## config.mk

```make
export PLATFORM = sky130hd
export DESIGN_NAME = sys_cmd_master
export DESIGN_NICKNAME = d
export VERILOG_FILES = /design/src/rtl/sys_cmd_pkg.sv /design/src/rtl/sys_cmd_master.sv
export SDC_FILE = /design/constraint.sdc
export NUM_CORES = 1
export LEC_CHECK = 0
export CAP_MARGIN = 15
export CORE_MARGIN = 2
export CORE_UTILIZATION = 53
export CTS_CLUSTER_DIAMETER = 30
export DETAILED_ROUTE_END_ITERATION = 16
export GPL_ROUTABILITY_DRIVEN = 0
export PLACE_DENSITY = 0.85
export SETUP_SLACK_MARGIN = 0.02
export SLEW_MARGIN = 20
export SYNTH_ARGS = -nofsm -noshare
export SYNTH_HDL_FRONTEND = slang
export SYNTH_SLANG_ARGS = --single-unit
```

## constraint.sdc

```tcl
create_clock -name CLK -period 3.55 [get_ports CLK]
set_input_delay 0.5325 -clock CLK [delete_from_list [all_inputs] [get_ports CLK]]
set_output_delay 0.5325 -clock CLK [all_outputs]
set_load 0.03 [all_outputs]
```

## src/rtl/sys_cmd_pkg.sv

```systemverilog
// Shared definitions for the host-side UART command master.
// Contents: protocol opcodes, command-type encodings, FSM state encoding.
package sys_cmd_pkg;

    localparam int unsigned OPCODE_W = 8;

    // First byte of each frame identifies the command to the system controller
    localparam logic [OPCODE_W-1:0] WRITE_CMD          = 8'hAA;
    localparam logic [OPCODE_W-1:0] READ_CMD           = 8'hBB;
    localparam logic [OPCODE_W-1:0] ALU_OPER_W_OP_CMD  = 8'hCC;
    localparam logic [OPCODE_W-1:0] ALU_OPER_W_NOP_CMD = 8'hDD;

    typedef enum logic [1:0] {
        CMD_WRITE   = 2'b00,
        CMD_READ    = 2'b01,
        CMD_ALU_OP  = 2'b10,
        CMD_ALU_NOP = 2'b11
    } cmd_type_e;

    typedef enum logic [1:0] {
        ST_IDLE     = 2'd0,
        ST_SEND     = 2'd1,
        ST_WAIT_RSP = 2'd2
    } state_e;

endpackage

```

## src/rtl/sys_cmd_master.sv

```systemverilog
// Host-side command initiator: serializes one command request into a UART
// byte frame, then gathers 0..2 response bytes into one response word.
// Ports: CLK/RST (async active-low), CMD_* request, CMD_BUSY, TX_DATA/TX_VLD/
// TX_BUSY toward the transmitter, RX_DATA/RX_VLD from the receiver,
// RSP_DATA/RSP_VLD/RSP_TIMEOUT completion.
// Optional: define CMD_TIMEOUT_EN to abort WAIT_RSP after TIMEOUT_CYCLES.
module sys_cmd_master
    import sys_cmd_pkg::*;
#(
    parameter int unsigned D_WIDTH        = 8,
    parameter int unsigned ADDRESS        = 4,
    parameter int unsigned FUNC_ALU       = 4,
    parameter int unsigned TIMEOUT_CYCLES = 4096
) (
    input  logic                 CLK,
    input  logic                 RST,
    input  logic                 CMD_VLD,
    input  logic [1:0]           CMD_TYPE,
    input  logic [ADDRESS-1:0]   CMD_ADDR,
    input  logic [D_WIDTH-1:0]   CMD_DATA,
    input  logic [D_WIDTH-1:0]   CMD_OP_A,
    input  logic [D_WIDTH-1:0]   CMD_OP_B,
    input  logic [FUNC_ALU-1:0]  CMD_FUN,
    output logic                 CMD_BUSY,
    output logic [D_WIDTH-1:0]   TX_DATA,
    output logic                 TX_VLD,
    input  logic                 TX_BUSY,
    input  logic [D_WIDTH-1:0]   RX_DATA,
    input  logic                 RX_VLD,
    output logic [2*D_WIDTH-1:0] RSP_DATA,
    output logic                 RSP_VLD,
    output logic                 RSP_TIMEOUT
);

    localparam int unsigned RSP_W = 2 * D_WIDTH;

    state_e                    state_q, state_d;
    logic [3:0][D_WIDTH-1:0]   frame_q, frame_d;
    logic [1:0]                idx_q, idx_d;      // byte currently on TX_DATA
    logic [1:0]                last_q, last_d;    // index of final frame byte
    logic [1:0]                need_q, need_d;    // response bytes expected
    logic                      rx_cnt_q, rx_cnt_d;
    logic [D_WIDTH-1:0]        tx_data_q, tx_data_d;
    logic                      tx_vld_q, tx_vld_d;
    logic                      busy_q, busy_d;
    logic [RSP_W-1:0]          rsp_data_q, rsp_data_d;
    logic                      rsp_vld_q, rsp_vld_d;
    logic                      rx_final;

`ifdef CMD_TIMEOUT_EN
    localparam int unsigned CNT_W = $clog2(TIMEOUT_CYCLES + 1);
    logic [CNT_W-1:0]          cnt_q, cnt_d;
    logic                      tmo_q, tmo_d;
`else
    logic [31:0]               unused_timeout_cfg;
    assign unused_timeout_cfg = 32'(TIMEOUT_CYCLES);
`endif

    // Byte that completes the response (1st byte of a read, 2nd of an ALU op)
    assign rx_final = RX_VLD && ((need_q == 2'd1) || rx_cnt_q);

    // Next-state and next-output logic
    always_comb begin
        state_d    = state_q;
        frame_d    = frame_q;
        idx_d      = idx_q;
        last_d     = last_q;
        need_d     = need_q;
        rx_cnt_d   = rx_cnt_q;
        tx_data_d  = tx_data_q;
        tx_vld_d   = tx_vld_q;
        busy_d     = busy_q;
        rsp_data_d = rsp_data_q;
        rsp_vld_d  = 1'b0;
`ifdef CMD_TIMEOUT_EN
        cnt_d      = cnt_q;
        tmo_d      = 1'b0;
`endif
        case (state_q)
            ST_IDLE: begin
                busy_d = 1'b0;
                if (CMD_VLD) begin
                    frame_d = '0;
                    case (cmd_type_e'(CMD_TYPE))
                        CMD_WRITE: begin
                            frame_d[0] = D_WIDTH'(WRITE_CMD);
                            frame_d[1] = D_WIDTH'(CMD_ADDR);
                            frame_d[2] = CMD_DATA;
                            last_d     = 2'd2;
                            need_d     = 2'd0;
                        end
                        CMD_READ: begin
                            frame_d[0] = D_WIDTH'(READ_CMD);
                            frame_d[1] = D_WIDTH'(CMD_ADDR);
                            last_d     = 2'd1;
                            need_d     = 2'd1;
                        end
                        CMD_ALU_OP: begin
                            frame_d[0] = D_WIDTH'(ALU_OPER_W_OP_CMD);
                            frame_d[1] = CMD_OP_A;
                            frame_d[2] = CMD_OP_B;
                            frame_d[3] = D_WIDTH'(CMD_FUN);
                            last_d     = 2'd3;
                            need_d     = 2'd2;
                        end
                        CMD_ALU_NOP: begin
                            frame_d[0] = D_WIDTH'(ALU_OPER_W_NOP_CMD);
                            frame_d[1] = D_WIDTH'(CMD_FUN);
                            last_d     = 2'd1;
                            need_d     = 2'd2;
                        end
                    endcase
                    state_d    = ST_SEND;
                    idx_d      = 2'd0;
                    rx_cnt_d   = 1'b0;
                    tx_data_d  = frame_d[0];
                    tx_vld_d   = 1'b1;
                    busy_d     = 1'b1;
                    rsp_data_d = '0;
                end
            end
            ST_SEND: begin
                if (!TX_BUSY) begin
                    if (idx_q == last_q) begin
                        tx_vld_d = 1'b0;
                        if (need_q == 2'd0) begin
                            state_d   = ST_IDLE;
                            rsp_vld_d = 1'b1;
                            busy_d    = 1'b0;
                        end else begin
                            state_d = ST_WAIT_RSP;
`ifdef CMD_TIMEOUT_EN
                            cnt_d   = '0;
`endif
                        end
                    end else begin
                        idx_d     = idx_q + 2'd1;
                        tx_data_d = frame_q[idx_d];
                    end
                end
            end
            ST_WAIT_RSP: begin
                if (RX_VLD) begin
                    rx_cnt_d = 1'b1;
                    if (rx_cnt_q) rsp_data_d[RSP_W-1:D_WIDTH] = RX_DATA;
                    else          rsp_data_d[D_WIDTH-1:0]     = RX_DATA;
                end
                if (rx_final) begin
                    state_d   = ST_IDLE;
                    rsp_vld_d = 1'b1;
                    busy_d    = 1'b0;
                end
`ifdef CMD_TIMEOUT_EN
                // A final byte arriving on the expiry cycle takes priority
                else if (cnt_q == CNT_W'(TIMEOUT_CYCLES - 1)) begin
                    state_d    = ST_IDLE;
                    tmo_d      = 1'b1;
                    busy_d     = 1'b0;
                    rsp_data_d = '0;
                end else begin
                    cnt_d = cnt_q + CNT_W'(1);
                end
`endif
            end
            default: begin
                state_d  = ST_IDLE;
                tx_vld_d = 1'b0;
                busy_d   = 1'b0;
            end
        endcase
    end

    // State and output registers
    always_ff @(posedge CLK or negedge RST) begin
        if (!RST) begin
            state_q    <= ST_IDLE;
            frame_q    <= '0;
            idx_q      <= 2'd0;
            last_q     <= 2'd0;
            need_q     <= 2'd0;
            rx_cnt_q   <= 1'b0;
            tx_data_q  <= '0;
            tx_vld_q   <= 1'b0;
            busy_q     <= 1'b0;
            rsp_data_q <= '0;
            rsp_vld_q  <= 1'b0;
`ifdef CMD_TIMEOUT_EN
            cnt_q      <= '0;
            tmo_q      <= 1'b0;
`endif
        end else begin
            state_q    <= state_d;
            frame_q    <= frame_d;
            idx_q      <= idx_d;
            last_q     <= last_d;
            need_q     <= need_d;
            rx_cnt_q   <= rx_cnt_d;
            tx_data_q  <= tx_data_d;
            tx_vld_q   <= tx_vld_d;
            busy_q     <= busy_d;
            rsp_data_q <= rsp_data_d;
            rsp_vld_q  <= rsp_vld_d;
`ifdef CMD_TIMEOUT_EN
            cnt_q      <= cnt_d;
            tmo_q      <= tmo_d;
`endif
        end
    end

    assign CMD_BUSY = busy_q;
    assign TX_DATA  = tx_data_q;
    assign TX_VLD   = tx_vld_q;
    assign RSP_DATA = rsp_data_q;
    assign RSP_VLD  = rsp_vld_q;
`ifdef CMD_TIMEOUT_EN
    assign RSP_TIMEOUT = tmo_q;
`else
    assign RSP_TIMEOUT = 1'b0;
`endif

endmodule

```

==> impl_metrics.py <==
metrics = {
    "run_status": {
        "status": "complete, no violations",
    },
    "synthesis": {
        "ys.warnings.count": 0,
        "synth_top_area_share_pct": 49.5,
        "synthesis.area_um2": 2980,
        "synth_top_family_by_area": "multiplexers",
        "synth-simple-area-share_pct": 12.7,
        "yosysMostFrequentCell": "dfrtp_1",
        "synthXorXnorAreaFrac_pct": 0.839,
        "async_reset_ff_share_pct": 100,
        "synth_top_cell_by_area": "dfrtp_1",
        "ys_types": 48,
        "yosysSeqAreaShare_pct": 49.5,
        "synth-adder-area-share_pct": 1.26,
        "ys_ff_latch": 59,
        "synth.area.mux_share_pct": 16.7,
        "synth_compound_gate_area_share_pct": 14.5,
        "yosys-top-cells-area": "dfrtp_1 49%, mux2_2 9.4%, mux2i_1 5.4%, o21ai_0 4.2%, nand2_1 3.9%",
        "syn-num-nets": 325,
        "synthFlopType": "dfrtp_1",
        "synth_edf_count": 0,
        "ys_top_cells_by_count": "59 x dfrtp_1, 31 x nand2_1, 25 x mux2_2, 25 x o21ai_0, 16 x mux2i_1",
        "synth_cells": 275,
        "syn_avg_cell_area_um2": 10.9,
    },
    "timing": {
        "slew_headroom_pct": 33.3,
        "fmax_mhz": 402,
        "skew_ns": 0.0103,
        "drv_slew": 0,
        "setup_tns_ns": 0,
        "fin_crit_ns": 2.49,
        "grt_setup_unrepaired": "false",
        "period_share_pct": 70.0,
        "tightest_slew_ns": 0.996,
        "finalSetupViolCount": 0,
        "finalHoldViolCount": 0,
    },
    "floorplanning": {
        "die_h_um": 79.0,
        "core_um2": 5470,
        "die_area_um2": 6250,
        "fp.dieW_um": 79.0,
        "initial_core_util_pct": 54.5,
        "rows": 27,
        "ios": 75,
    },
    "layout": {
        "nNetsFinal": 392,
        "area_growth_pct": 31.3,
        "diodes": 0,
        "fin_area_um2": 3920,
        "drive_gt1_share_pct": 15.3,
    },
    "global_route": {
        "grt_pass1_wl_um": 10500,
        "overflow": 0,
        "grt_pass1_vias": 2239,
        "track_usage_pct": 21.6,
        "antenna_found_initial": 0,
        "grt_start_max_net_pins": 41,
    },
    "cts": {
        "h-tree-depth": 3,
        "cts.repair.resized": 0,
        "clock_path_buffers": 2,
        "clock_latency_ns": 0.34,
        "clkTransAtPathRegs_ns": 0.07,
        "holdBufCountCts": 0,
        "post_cts_buffers": 0,
        "clock-sinks": 59,
        "cts_root_buf": "clkbuf_8",
        "numCtsBuffers": 9,
        "cts_tree": "built",
    },
    "routing": {
        "dr.pass1.iters": 5,
        "drt_iter0_markers": 190,
        "viasPerCell": 5.56,
        "vias": 2329,
        "wl_per_cell_um": 15.1,
        "finalWirelength_um": 6320,
        "route.detailed.drc": 0,
        "ant_nets": 0,
    },
    "worst_setup_path": {
        "path_class": "reg -> reg",
        "worstPathMaxFanout": 19,
        "worstPathArrival_ns": 2.70,
        "cp-start-kind": "flop",
        "required_ns": 3.76,
        "endpoint_kind": "flop",
    },
    "placed_design": {
        "placed_area_um2": 3720,
        "dp.final_hpwl_um": 4640,
        "port-buffer-count": 73,
    },
    "hold_path": {
        "hp-class": "in -> async",
    },
    "pwr": {
        "ir_worst_vdd_mv": 0.390,
        "p_total_mw": 3.16,
        "power.density_nw_per_um2": 806,
        "leakagePower_nw": 1.74,
    },
    "flow_run": {
        "maxCapViolCount": 0,
    },
}
[final timing paths]
kind	startpoint	endpoint	slack, ns	cells after the start
setup / recovery	state_q[1]	TX_DATA[1]	1.06	5
hold / removal	RST	frame_q[22]	0.31	1
setup reg to reg	state_q[1]	TX_DATA[1]	1.06	5
hold reg to reg	frame_q[22]	frame_q[22]	0.48	2
max in group asynchronous	RST	frame_q[25]	2.47	2
min in group CLK	frame_q[22]	frame_q[22]	0.48	2
[layer usage]
| metal | up-vias | routed length (um) | part of all wire [%] | track usage, % |
|---|---|---|---|---|
| met5 | - | 0 | 0 | 0 |
| met4 | 0 | 68 | 1.1 | 6.38 |
| met3 | 7 | 420 | 6.6 | 5.23 |
| met2 | 97 | 3180 | 50 | 36.9 |
| met1 | 1109 | 2650 | 42 | 27.4 |
| li1 | 1116 | - | - | - |
[logic make-up (layout without fill, tap and decap cells)]
kind of cell	Yosys count	after routing
XOR/XNOR	2	2
flip-flops	59	59
AO/OA/AOI/OAI	64	64
AND/OR/NAND/NOR	74	74
adder cells (fa/ha/maj)	3	3
buffers and inverters	28	100
multiplexers	44	44
other	1	1
[power breakdown]
group,internal (mW),switching (mW)
Sequential,0.912,0.200
Combinational,0.662,0.783
Clock,0.339,0.259
Total,1.91,1.24
[worst max-delay path, stage by stage (launching register included)]
cell      delay (ns)
dfrtp_1         0.40
inv_1           0.10
ha_1            0.58
o211ai_1        0.54
a21oi_1         0.36
mux2_2          0.37
[final cells by class]
cell class	count	area, um2
fillers	416	1560
flip-flops and latches	59	1480
multi-input cells	188	1380
repair buffers	76	748
clock buffers	11	141
well taps	72	90.1
clock inverters	5	52.6
inverters	8	30.0
[cell usage in the layout, fill, tap and decap left out, types with 2 or more instances in the layout]
master / n
a211oi_1: 2
a21oi_1: 7
a221oi_1: 3
a222oi_1: 2
a22o_1: 9
a22oi_1: 3
and2_1: 12
buf_4: 3
clkbuf_8: 10
clkdlybuf4s50_1: 72
clkinv_2: 3
dfrtp_1: 59
ha_1: 3
inv_1: 8
mux2_2: 25
mux2i_1: 16
mux4_2: 2
nand2_1: 31
nand2b_1: 6
nand3b_1: 2
nor2_1: 4
nor2b_1: 2
nor3_1: 6
nor4_1: 2
o211ai_1: 2
o21ai_0: 25
o2bb2ai_1: 2
or3_1: 3
[sequential cells by signal, summed over array words and instances, names as in the netlist]
name and cells:
rx_cnt_q 1, need_q 1, RSP_DATA 16, RSP_VLD 1, TX_DATA 8, CMD_BUSY 1, TX_VLD 1, last_q 2
frame_q 24, state_q 2, idx_q 2
[per-stage QoR]
stage | cells | hold WS (ns) | worst slack [ns] | utilization, %
after floorplan | 275 | 0.237 | 1.83 | -
after global placement | 403 | 0.459 | 1.11 | 68.0
after detailed placement | 403 | 0.471 | 1.09 | 68.0
after CTS | 419 | 0.325 | 1.11 | 71.6
after global routing | 419 | 0.384 | 0.833 | 71.6
final | 419 | 0.307 | 1.06 | 71.6
Power figures use the tool's default switching activity.
